[src/rtl/ps_axis_cmd_unpacker.sv]
// ps_axis_cmd_unpacker: parses PS command headers and packs 32-bit payload beats into tagged 256-bit DAC words.
module ps_axis_cmd_unpacker #(
  parameter int          PS_W    = 32,
  parameter int          OUT_W   = 256,
  parameter int          CH_BITS = 4,
  parameter logic [7:0]  MAGIC   = 8'hA5
) (
  input  logic               clk,
  input  logic               rst,
  input  logic [PS_W-1:0]    s_axis_tdata,
  input  logic               s_axis_tvalid,
  output logic               s_axis_tready,
  output logic [OUT_W-1:0]   m_axis_tdata,
  output logic [CH_BITS-1:0] m_axis_tdest,
  output logic               m_axis_tlast,
  output logic               m_axis_tvalid,
  input  logic               m_axis_tready,
  output logic               busy,
  output logic               hdr_err
);
  localparam int BEATS = OUT_W / PS_W;
  localparam int IW    = $clog2(BEATS);
  typedef enum logic [1:0] {IDLE, FILL, SEND} state_t;
  state_t               state_q, state_d;
  logic [OUT_W-1:0]     data_q, data_d;
  logic [CH_BITS-1:0]   ch_q, ch_d;
  logic [15:0]          rem_q, rem_d;
  logic [IW-1:0]        idx_q, idx_d;
  logic                 err_q, err_d;
  logic                 s_fire, m_fire, hdr_ok;
  assign s_fire = s_axis_tvalid & s_axis_tready;
  assign m_fire = m_axis_tvalid & m_axis_tready;
  assign hdr_ok = (s_axis_tdata[31:24] == MAGIC) && (s_axis_tdata[19:16] == 4'h0) && (s_axis_tdata[15:0] != 16'h0);
  // No input acceptance while a word is waiting downstream, and none while held in reset.
  assign s_axis_tready = !rst && (state_q != SEND);
  assign m_axis_tvalid = state_q == SEND;
  assign m_axis_tlast  = (state_q == SEND) && (rem_q == 16'd1);
  assign m_axis_tdata  = data_q;
  assign m_axis_tdest  = ch_q;
  assign busy          = state_q != IDLE;
  assign hdr_err       = err_q;
  always_comb begin
    state_d = state_q;
    data_d  = data_q;
    ch_d    = ch_q;
    rem_d   = rem_q;
    idx_d   = idx_q;
    err_d   = 1'b0;
    case (state_q)
      IDLE: if (s_fire) begin
        if (hdr_ok) begin
          ch_d    = s_axis_tdata[20 +: CH_BITS];
          rem_d   = s_axis_tdata[15:0];
          idx_d   = '0;
          state_d = FILL;
        end else err_d = 1'b1;
      end
      FILL: if (s_fire) begin
        data_d[idx_q*PS_W +: PS_W] = s_axis_tdata;
        idx_d   = idx_q + IW'(1);
        state_d = (idx_q == IW'(BEATS-1)) ? SEND : FILL;
      end
      SEND: if (m_fire) begin
        rem_d   = rem_q - 16'd1;
        idx_d   = '0;
        state_d = (rem_q == 16'd1) ? IDLE : FILL;
      end
      default: state_d = IDLE;
    endcase
  end
  always_ff @(posedge clk or posedge rst) begin
    if (rst) begin
      state_q <= IDLE;
      data_q  <= '0;
      ch_q    <= '0;
      rem_q   <= '0;
      idx_q   <= '0;
      err_q   <= 1'b0;
    end else begin
      state_q <= state_d;
      data_q  <= data_d;
      ch_q    <= ch_d;
      rem_q   <= rem_d;
      idx_q   <= idx_d;
      err_q   <= err_d;
    end
  end
endmodule

[config.mk]
export PLATFORM = sky130hd
export DESIGN_NAME = ps_axis_cmd_unpacker
export DESIGN_NICKNAME = d
export VERILOG_FILES = /design/src/rtl/ps_axis_cmd_unpacker.sv
export SDC_FILE = /design/constraint.sdc
export NUM_CORES = 1
export LEC_CHECK = 0
export ABC_AREA = 1
export BUFFER_PORTS_ARGS = -buffer_cell sky130_fd_sc_hd__buf_2
export CAP_MARGIN = 0
export CORE_MARGIN = 3
export CORE_UTILIZATION = 48
export DETAILED_ROUTE_END_ITERATION = 6
export HOLD_SLACK_MARGIN = 0.06
export PLACE_DENSITY = 0.85
export SETUP_SLACK_MARGIN = 0.1
export SYNTH_ARGS = -nofsm -noshare
export SYNTH_HDL_FRONTEND = slang
export SYNTH_SLANG_ARGS = --single-unit
export TNS_END_PERCENT = 10
[constraint.sdc]
create_clock -name clk -period 7.6 [get_ports clk]
set_clock_uncertainty 0.15 [all_clocks]
set_input_delay 0.38 -clock clk [delete_from_list [all_inputs] [get_ports clk]]
set_output_delay 0.38 -clock clk [all_outputs]
set_load 0.02 [all_outputs]
**Word-level counts from Yosys, hierarchy flattened**

Cells that the tools add are included.

- Register bits after elaboration: 282
- Word-level logic and storage cells: 59

- $add $sub $neg: 3
- Equality and inequality tests: 10
- Shifts and indexed selects: 2
- Multiplexer cells: 20
- Bitwise logic cells: 2
- Reductions and logical operators: 16

Operator list:

| kind | number |
|---|---|
| bitwise mux 256 bit | 1 |
| variable shift 32 x 34 -> 256 bit, first input constant | 1 |
| variable part select 32 x 34 -> 256 bit | 1 |
| 2-to-1 mux 16 bit | 3 |
| negation 8 -> 34 bit | 1 |
| one-hot mux 16 bit (2 select lines) | 1 |
| equality test 16 x 1 -> 1 bit, second input constant | 1 |
| nonzero test 16 bit | 1 |
| subtractor 16 x 1 -> 16 bit, second input constant | 1 |
| 2-to-1 mux 3 bit | 4 |
| 2-to-1 mux 2 bit | 5 |
| one-hot mux 3 bit (3 select lines) | 1 |
| equality test 8 bit, second input constant | 1 |
| != test 2 bit, second input constant | 4 |
| AND reduction 4 bit | 2 |
| one-hot mux 2 bit (3 select lines) | 1 |
| AND reduction 5 bit | 1 |
| logical AND 1 bit | 4 |
| zero test 4 bit | 1 |
| 2-to-1 mux 1 bit | 4 |
| nonzero test 2 bit | 2 |
| adder 3 x 1 -> 3 bit, second input constant | 1 |
| equality test 3 bit, second input constant | 1 |
| AND reduction 3 bit | 1 |
| 8 further kinds | 9 |

**Longest topological paths before layout**

- Depth after elaboration: 6
- Depth in mapped cells: 11
- Depth with buffers taken out: 11

**Worst setup path before layout**

No wires, ideal clock.

- Path kind: input port to flip-flop
- Start point: input rst
- End point: register rem_q[8]
- Arrival time: 7,636 ps
- Data required time: 7,333 ps
- Setup slack: -303 ps
- Stages on the path: 7
- Buffers on the path: 1
- Cell sequence: inv_1 nand4_1 o21ai_1 nand2_1 buf_2 nand2_1 nand2_1

- Cells in the longest elaborated chain, start to end: 5

RTL lines:

| element | RTL line | source |
|---|---|---|
| start, declared | 9 | `input logic rst,` |
| zero test 1 bit (no source line) | - |  |
| logical AND 1 bit | 35 | `assign s_axis_tready = !rst && (state_q != SEND);` |
| AND 1 bit | 31 | `assign s_fire = s_axis_tvalid & s_axis_tready;` |
| != test 2 bit (no source line) | - |  |
| AND reduction 4 bit (no source line) | - |  |
| end signal, assigned | 83 | `rem_q <= rem_d;` |
| end, declared | 27 | `logic [15:0] rem_q, rem_d;` |

Every way passes these cells.
A chain may end at the register's enable or synchronous reset.

**Worst setup path in the final report**

- Start point: register idx_q[0]
- End point: register data_q[246] (netlist: m_axis_tdata[246])

- Cells in the longest elaborated chain, start to end: 3
- Elaborated cells on any way between the ends: 4
- Classes of those cells: 1 x add/sub; 2 x shift; 1 x mux

RTL lines:

| element | RTL line | source |
|---|---|---|
| start, declared | 28 | `logic [IW-1:0] idx_q, idx_d;` |
| start signal, assigned | 84 | `idx_q <= idx_d;` |
| negation 8 -> 34 bit * | 59 | `data_d[idx_q*PS_W +: PS_W] = s_axis_tdata;` |
| variable part select 32 x 34 -> 256 bit / variable shift 32 x 34 -> 256 bit (equally long branches) | 59 |  |
| bitwise mux 256 bit * | 59 |  |
| end signal, assigned | 81 | `data_q <= data_d;` |
| end, declared | 25 | `logic [OUT_W-1:0] data_q, data_d;` |

Mark *: on every way between the ends. The rest lies on a longest branch, timed or not.

==> impl_metrics.csv <==
group,metric,value,unit
outcome,status,"finished, final reports clean",
routing,routed-wl-met3,3420,µm
routing,vias,10700,
worst_setup_path,worstReg2RegStart,"idx_q[0]",
routing,detail-route-antenna-nets,0,
die,fp.dieArea,26600,µm²
worst_setup_path,crit_top_cell,"inv_1",
run,cap_violations,0,
sta,fin_crit_sh,43.8,%
clock_tree,clk_latency,0.53,ns
worst_setup_path,worstRegToRegCells,8,
routing,drc,0,
worst_setup_path,path_class,"reg -> reg",
global_route,grt_pass1_vias,10200,
clock_tree,clk_pin_slew,0.06,ns
placed_design,hpwl,25000,µm
worst_setup_path,start_kind,"flop",
global_route,gr-usage-all-layers,26.5,%
routing,dr_wl_met2,17000,µm
worst_setup_path,worstPathCellList,"inv_1, ha_4, ha_1, nor2_4, inv_1, nor3_1, inv_1, a21oi_1",
die,core,23800,µm²
routing,m1WireLength,14800,µm
yosys,synth_nets,1409,
sta,slew_headroom,20.9,%
routing,post_drt_via_cell_ratio,5.38,
cells_and_area,stdcell_count,1993,
clock_tree,cts-root-buf,"clkbuf_16",
worst_setup_path,crit_slowest_cell,"nor2_4",
worst_setup_path,crit_arrival,3.63,ns
clock_tree,cts_buffers,29,
die,initial_core_util,49.6,%
power,fin_total_pwr,4.42,mW
power,ir_worst_vdd,0.000186,V
sta,fin_crit,3.33,ns
global_route,grt_pass1_wl,56200,µm
routing,drt_iter0_drc,1004,
clock_tree,tritoncts,"built",
cells_and_area,diodes,0,
yosys,synthCells,1365,
die,die_w,163,µm
worst_setup_path,r2r_end,"m_axis_tdata[246]",
sta,fmax,0.300,GHz
worst_setup_path,cp.required,7.90,ns
die,floorplan.rows,56,
yosys,yosysSeqAreaShare,59.7,%
sta,rsz0062_at_grt,"false",
sta,fin_hold_ws,0.0171,ns
placed_design,dp.cells,1920,
power,p_per_area,301,nW/µm²
routing,detail_route.wl_per_cell,18.3,µm
yosys,avgSynthCellArea,8.66,µm²
yosys,synth_area,11800,µm²
clock_tree,cts_buffer_depth,3,
global_route,grt_max_degree,203,
routing,top_layer,"met4",
cells_and_area,nNetsFinal,1700,
yosys,synth_warnings,0,
sta,worst_slew_pin_slew,1.18,ns
power,leakage,7.80,nW
cells_and_area,num-fill-cells,2021,
yosys,ys_ff_latch,282,
sta,hold_violations,0,
routing,wl,36400,µm
yosys,ys_types,28,
worst_setup_path,reg2reg_slack,4.27,ns
placed_design,io_buffers,300,
worst_setup_path,cp_max_fo,51,
die,fp.dieH,163,µm
placed_design,gp_congestion,0.904,
sta,setup_tns,0,ns
worst_setup_path,cp-end-kind,"flop",
sta,slew_violations,0,
die,ios,301,
clock_tree,post-cts-setup-buffer-count,0,
clock_tree,cts.sink_count,282,
cells_and_area,fin_util,61.6,%
routing,first_pass_iters,5,
global_route,grt-ovfl-total,0,
clock_tree,cts-htree-levels,1,
sta,setup_viol,0,
min_path,hold_path.class,"in -> async",
cells_and_area,drive_gt1_share,22.4,%
worst_setup_path,slowest_delay,0.88,ns
cells_and_area,area_growth,24.2,%
global_route,antenna_found_initial,0,
-- worst max-delay path by stage --
| stage | cells after the start | startpoint | end |
|---|---|---|---|
| detailed placement | 10 | idx_q[0] | m_axis_tdata[159] |
| CTS | 10 | idx_q[0] | m_axis_tdata[159] |
| floorplan | 7 | rst | rem_q[0] |
| global route | 8 | idx_q[0] | m_axis_tdata[246] |
| global placement | 10 | idx_q[0] | m_axis_tdata[155] |
| finish | 8 | idx_q[0] | m_axis_tdata[246] |
-- cells in the mapped netlist --
cell type  number  area share, %
nor2_4          2           0.19
inv_1          80            2.5
buf_2          45            1.9
xor2_1          1          0.074
dfrtp_1       282             60
buf_4           3           0.19
nand3_2         3           0.25
clkbuf_1       24           0.76
nand4_4         2           0.36
nor3_1         15           0.63
nand2_4         1          0.095
nand4_1         3           0.16
nor2_1        136            4.3
inv_2           3          0.095
ha_1            8           0.85
nand2_1       421             13
or2_2           1          0.053
inv_4           1          0.053
nor3_4          1           0.14
o21ai_1       193            8.2
o22ai_1         1          0.053
nand3_1        79            3.3
a21boi_2        1          0.095
a21oi_1        36            1.5
o21ai_0        15           0.63
nand2_2         1          0.053
nor2_2          3           0.16
o21bai_1        4           0.25
-- layer usage --
metal  GRT usage [%]  vias to the layer above
li1                -                     4953
met1            36.7                     5179
met2            42.1                      514
met3            5.95                       81
met4            8.27                        0
met5               0                        -
-- power breakdown --
group | switching, mW | internal [mW]
Combinational | 0.884 | 0.305
Clock | 0.582 | 0.869
Sequential | 0.110 | 1.67
-- cells in the final DEF (no fill, tap or decap), types with 2 or more instances in the layout --
master         netlist  routed
bufinv_16            0       4
nand3_1             79      79
ha_1                 8       7
clkbuf_8             0       4
o21ai_0             15      15
nand2_1            421     421
inv_1               80      79
dfrtp_1            282     282
nand4_4              2       2
o21ai_1            193     193
nor2_4               2       3
nand4_1              3       3
clkbuf_1            24       4
inv_2                3       3
a21oi_1             36      36
o21bai_1             4       4
clkinv_2             0       7
nor2_1             136     135
nand3_2              3       3
nor2_2               3       3
clkbuf_16            0      29
nor3_1              15      15
dlygate4sd3_1        0      24
buf_2               45     300
buf_4                3       7
-- timing repair --
action / 4_1_cts / 5_1_grt
resized for setup: 0 / 0
hold endpoints to repair: 70 / 0
hold buffers: 24 / 0
-- cell families after synthesis --
logic type                 synth area share (%)
and+or+nand+nor                            23.1
DFF                                        59.7
AOI/OAI and AO/OA                          10.7
buffers and inverters                      5.55
adders and majority gates                 0.847
xor gates and xnor gates                 0.0741
-- critical path, delay by kind of cell, from the launching register on --
kind | cells | cell delay (ns)
compound gates | 1 | 0.17
buf+inv | 3 | 0.82
simple gates | 2 | 1.21
flops | 1 | 0.45
fa+ha+maj | 2 | 0.42
-- metrics by stage --
stage	cell area, µm²	setup slack, ns
final	14700	4.27
after global routing	14700	4.05
after CTS	14700	4.32
after detailed placement	13500	4.35
after global placement	13500	4.52
after floorplan	11800	1.52
-- registers in the layout (all words and copies together), names as in the netlist --
name	count
hdr_err	1
m_axis_tdest	4
m_axis_tdata	256
idx_q	3
rem_q	16
state_q	2
-- final cells by class --
cell class	instances	area, µm²	share of cell area, %
clock buffer	37	796	5.42
clock inverter	12	164	1.12
inverter	84	322	2.19
multi-input combinational	927	4130	28.1
sequential	282	7060	48.1
tap	319	399	2.72
timing repair buffer	332	1810	12.4
Power figures use the tool's default switching activity.
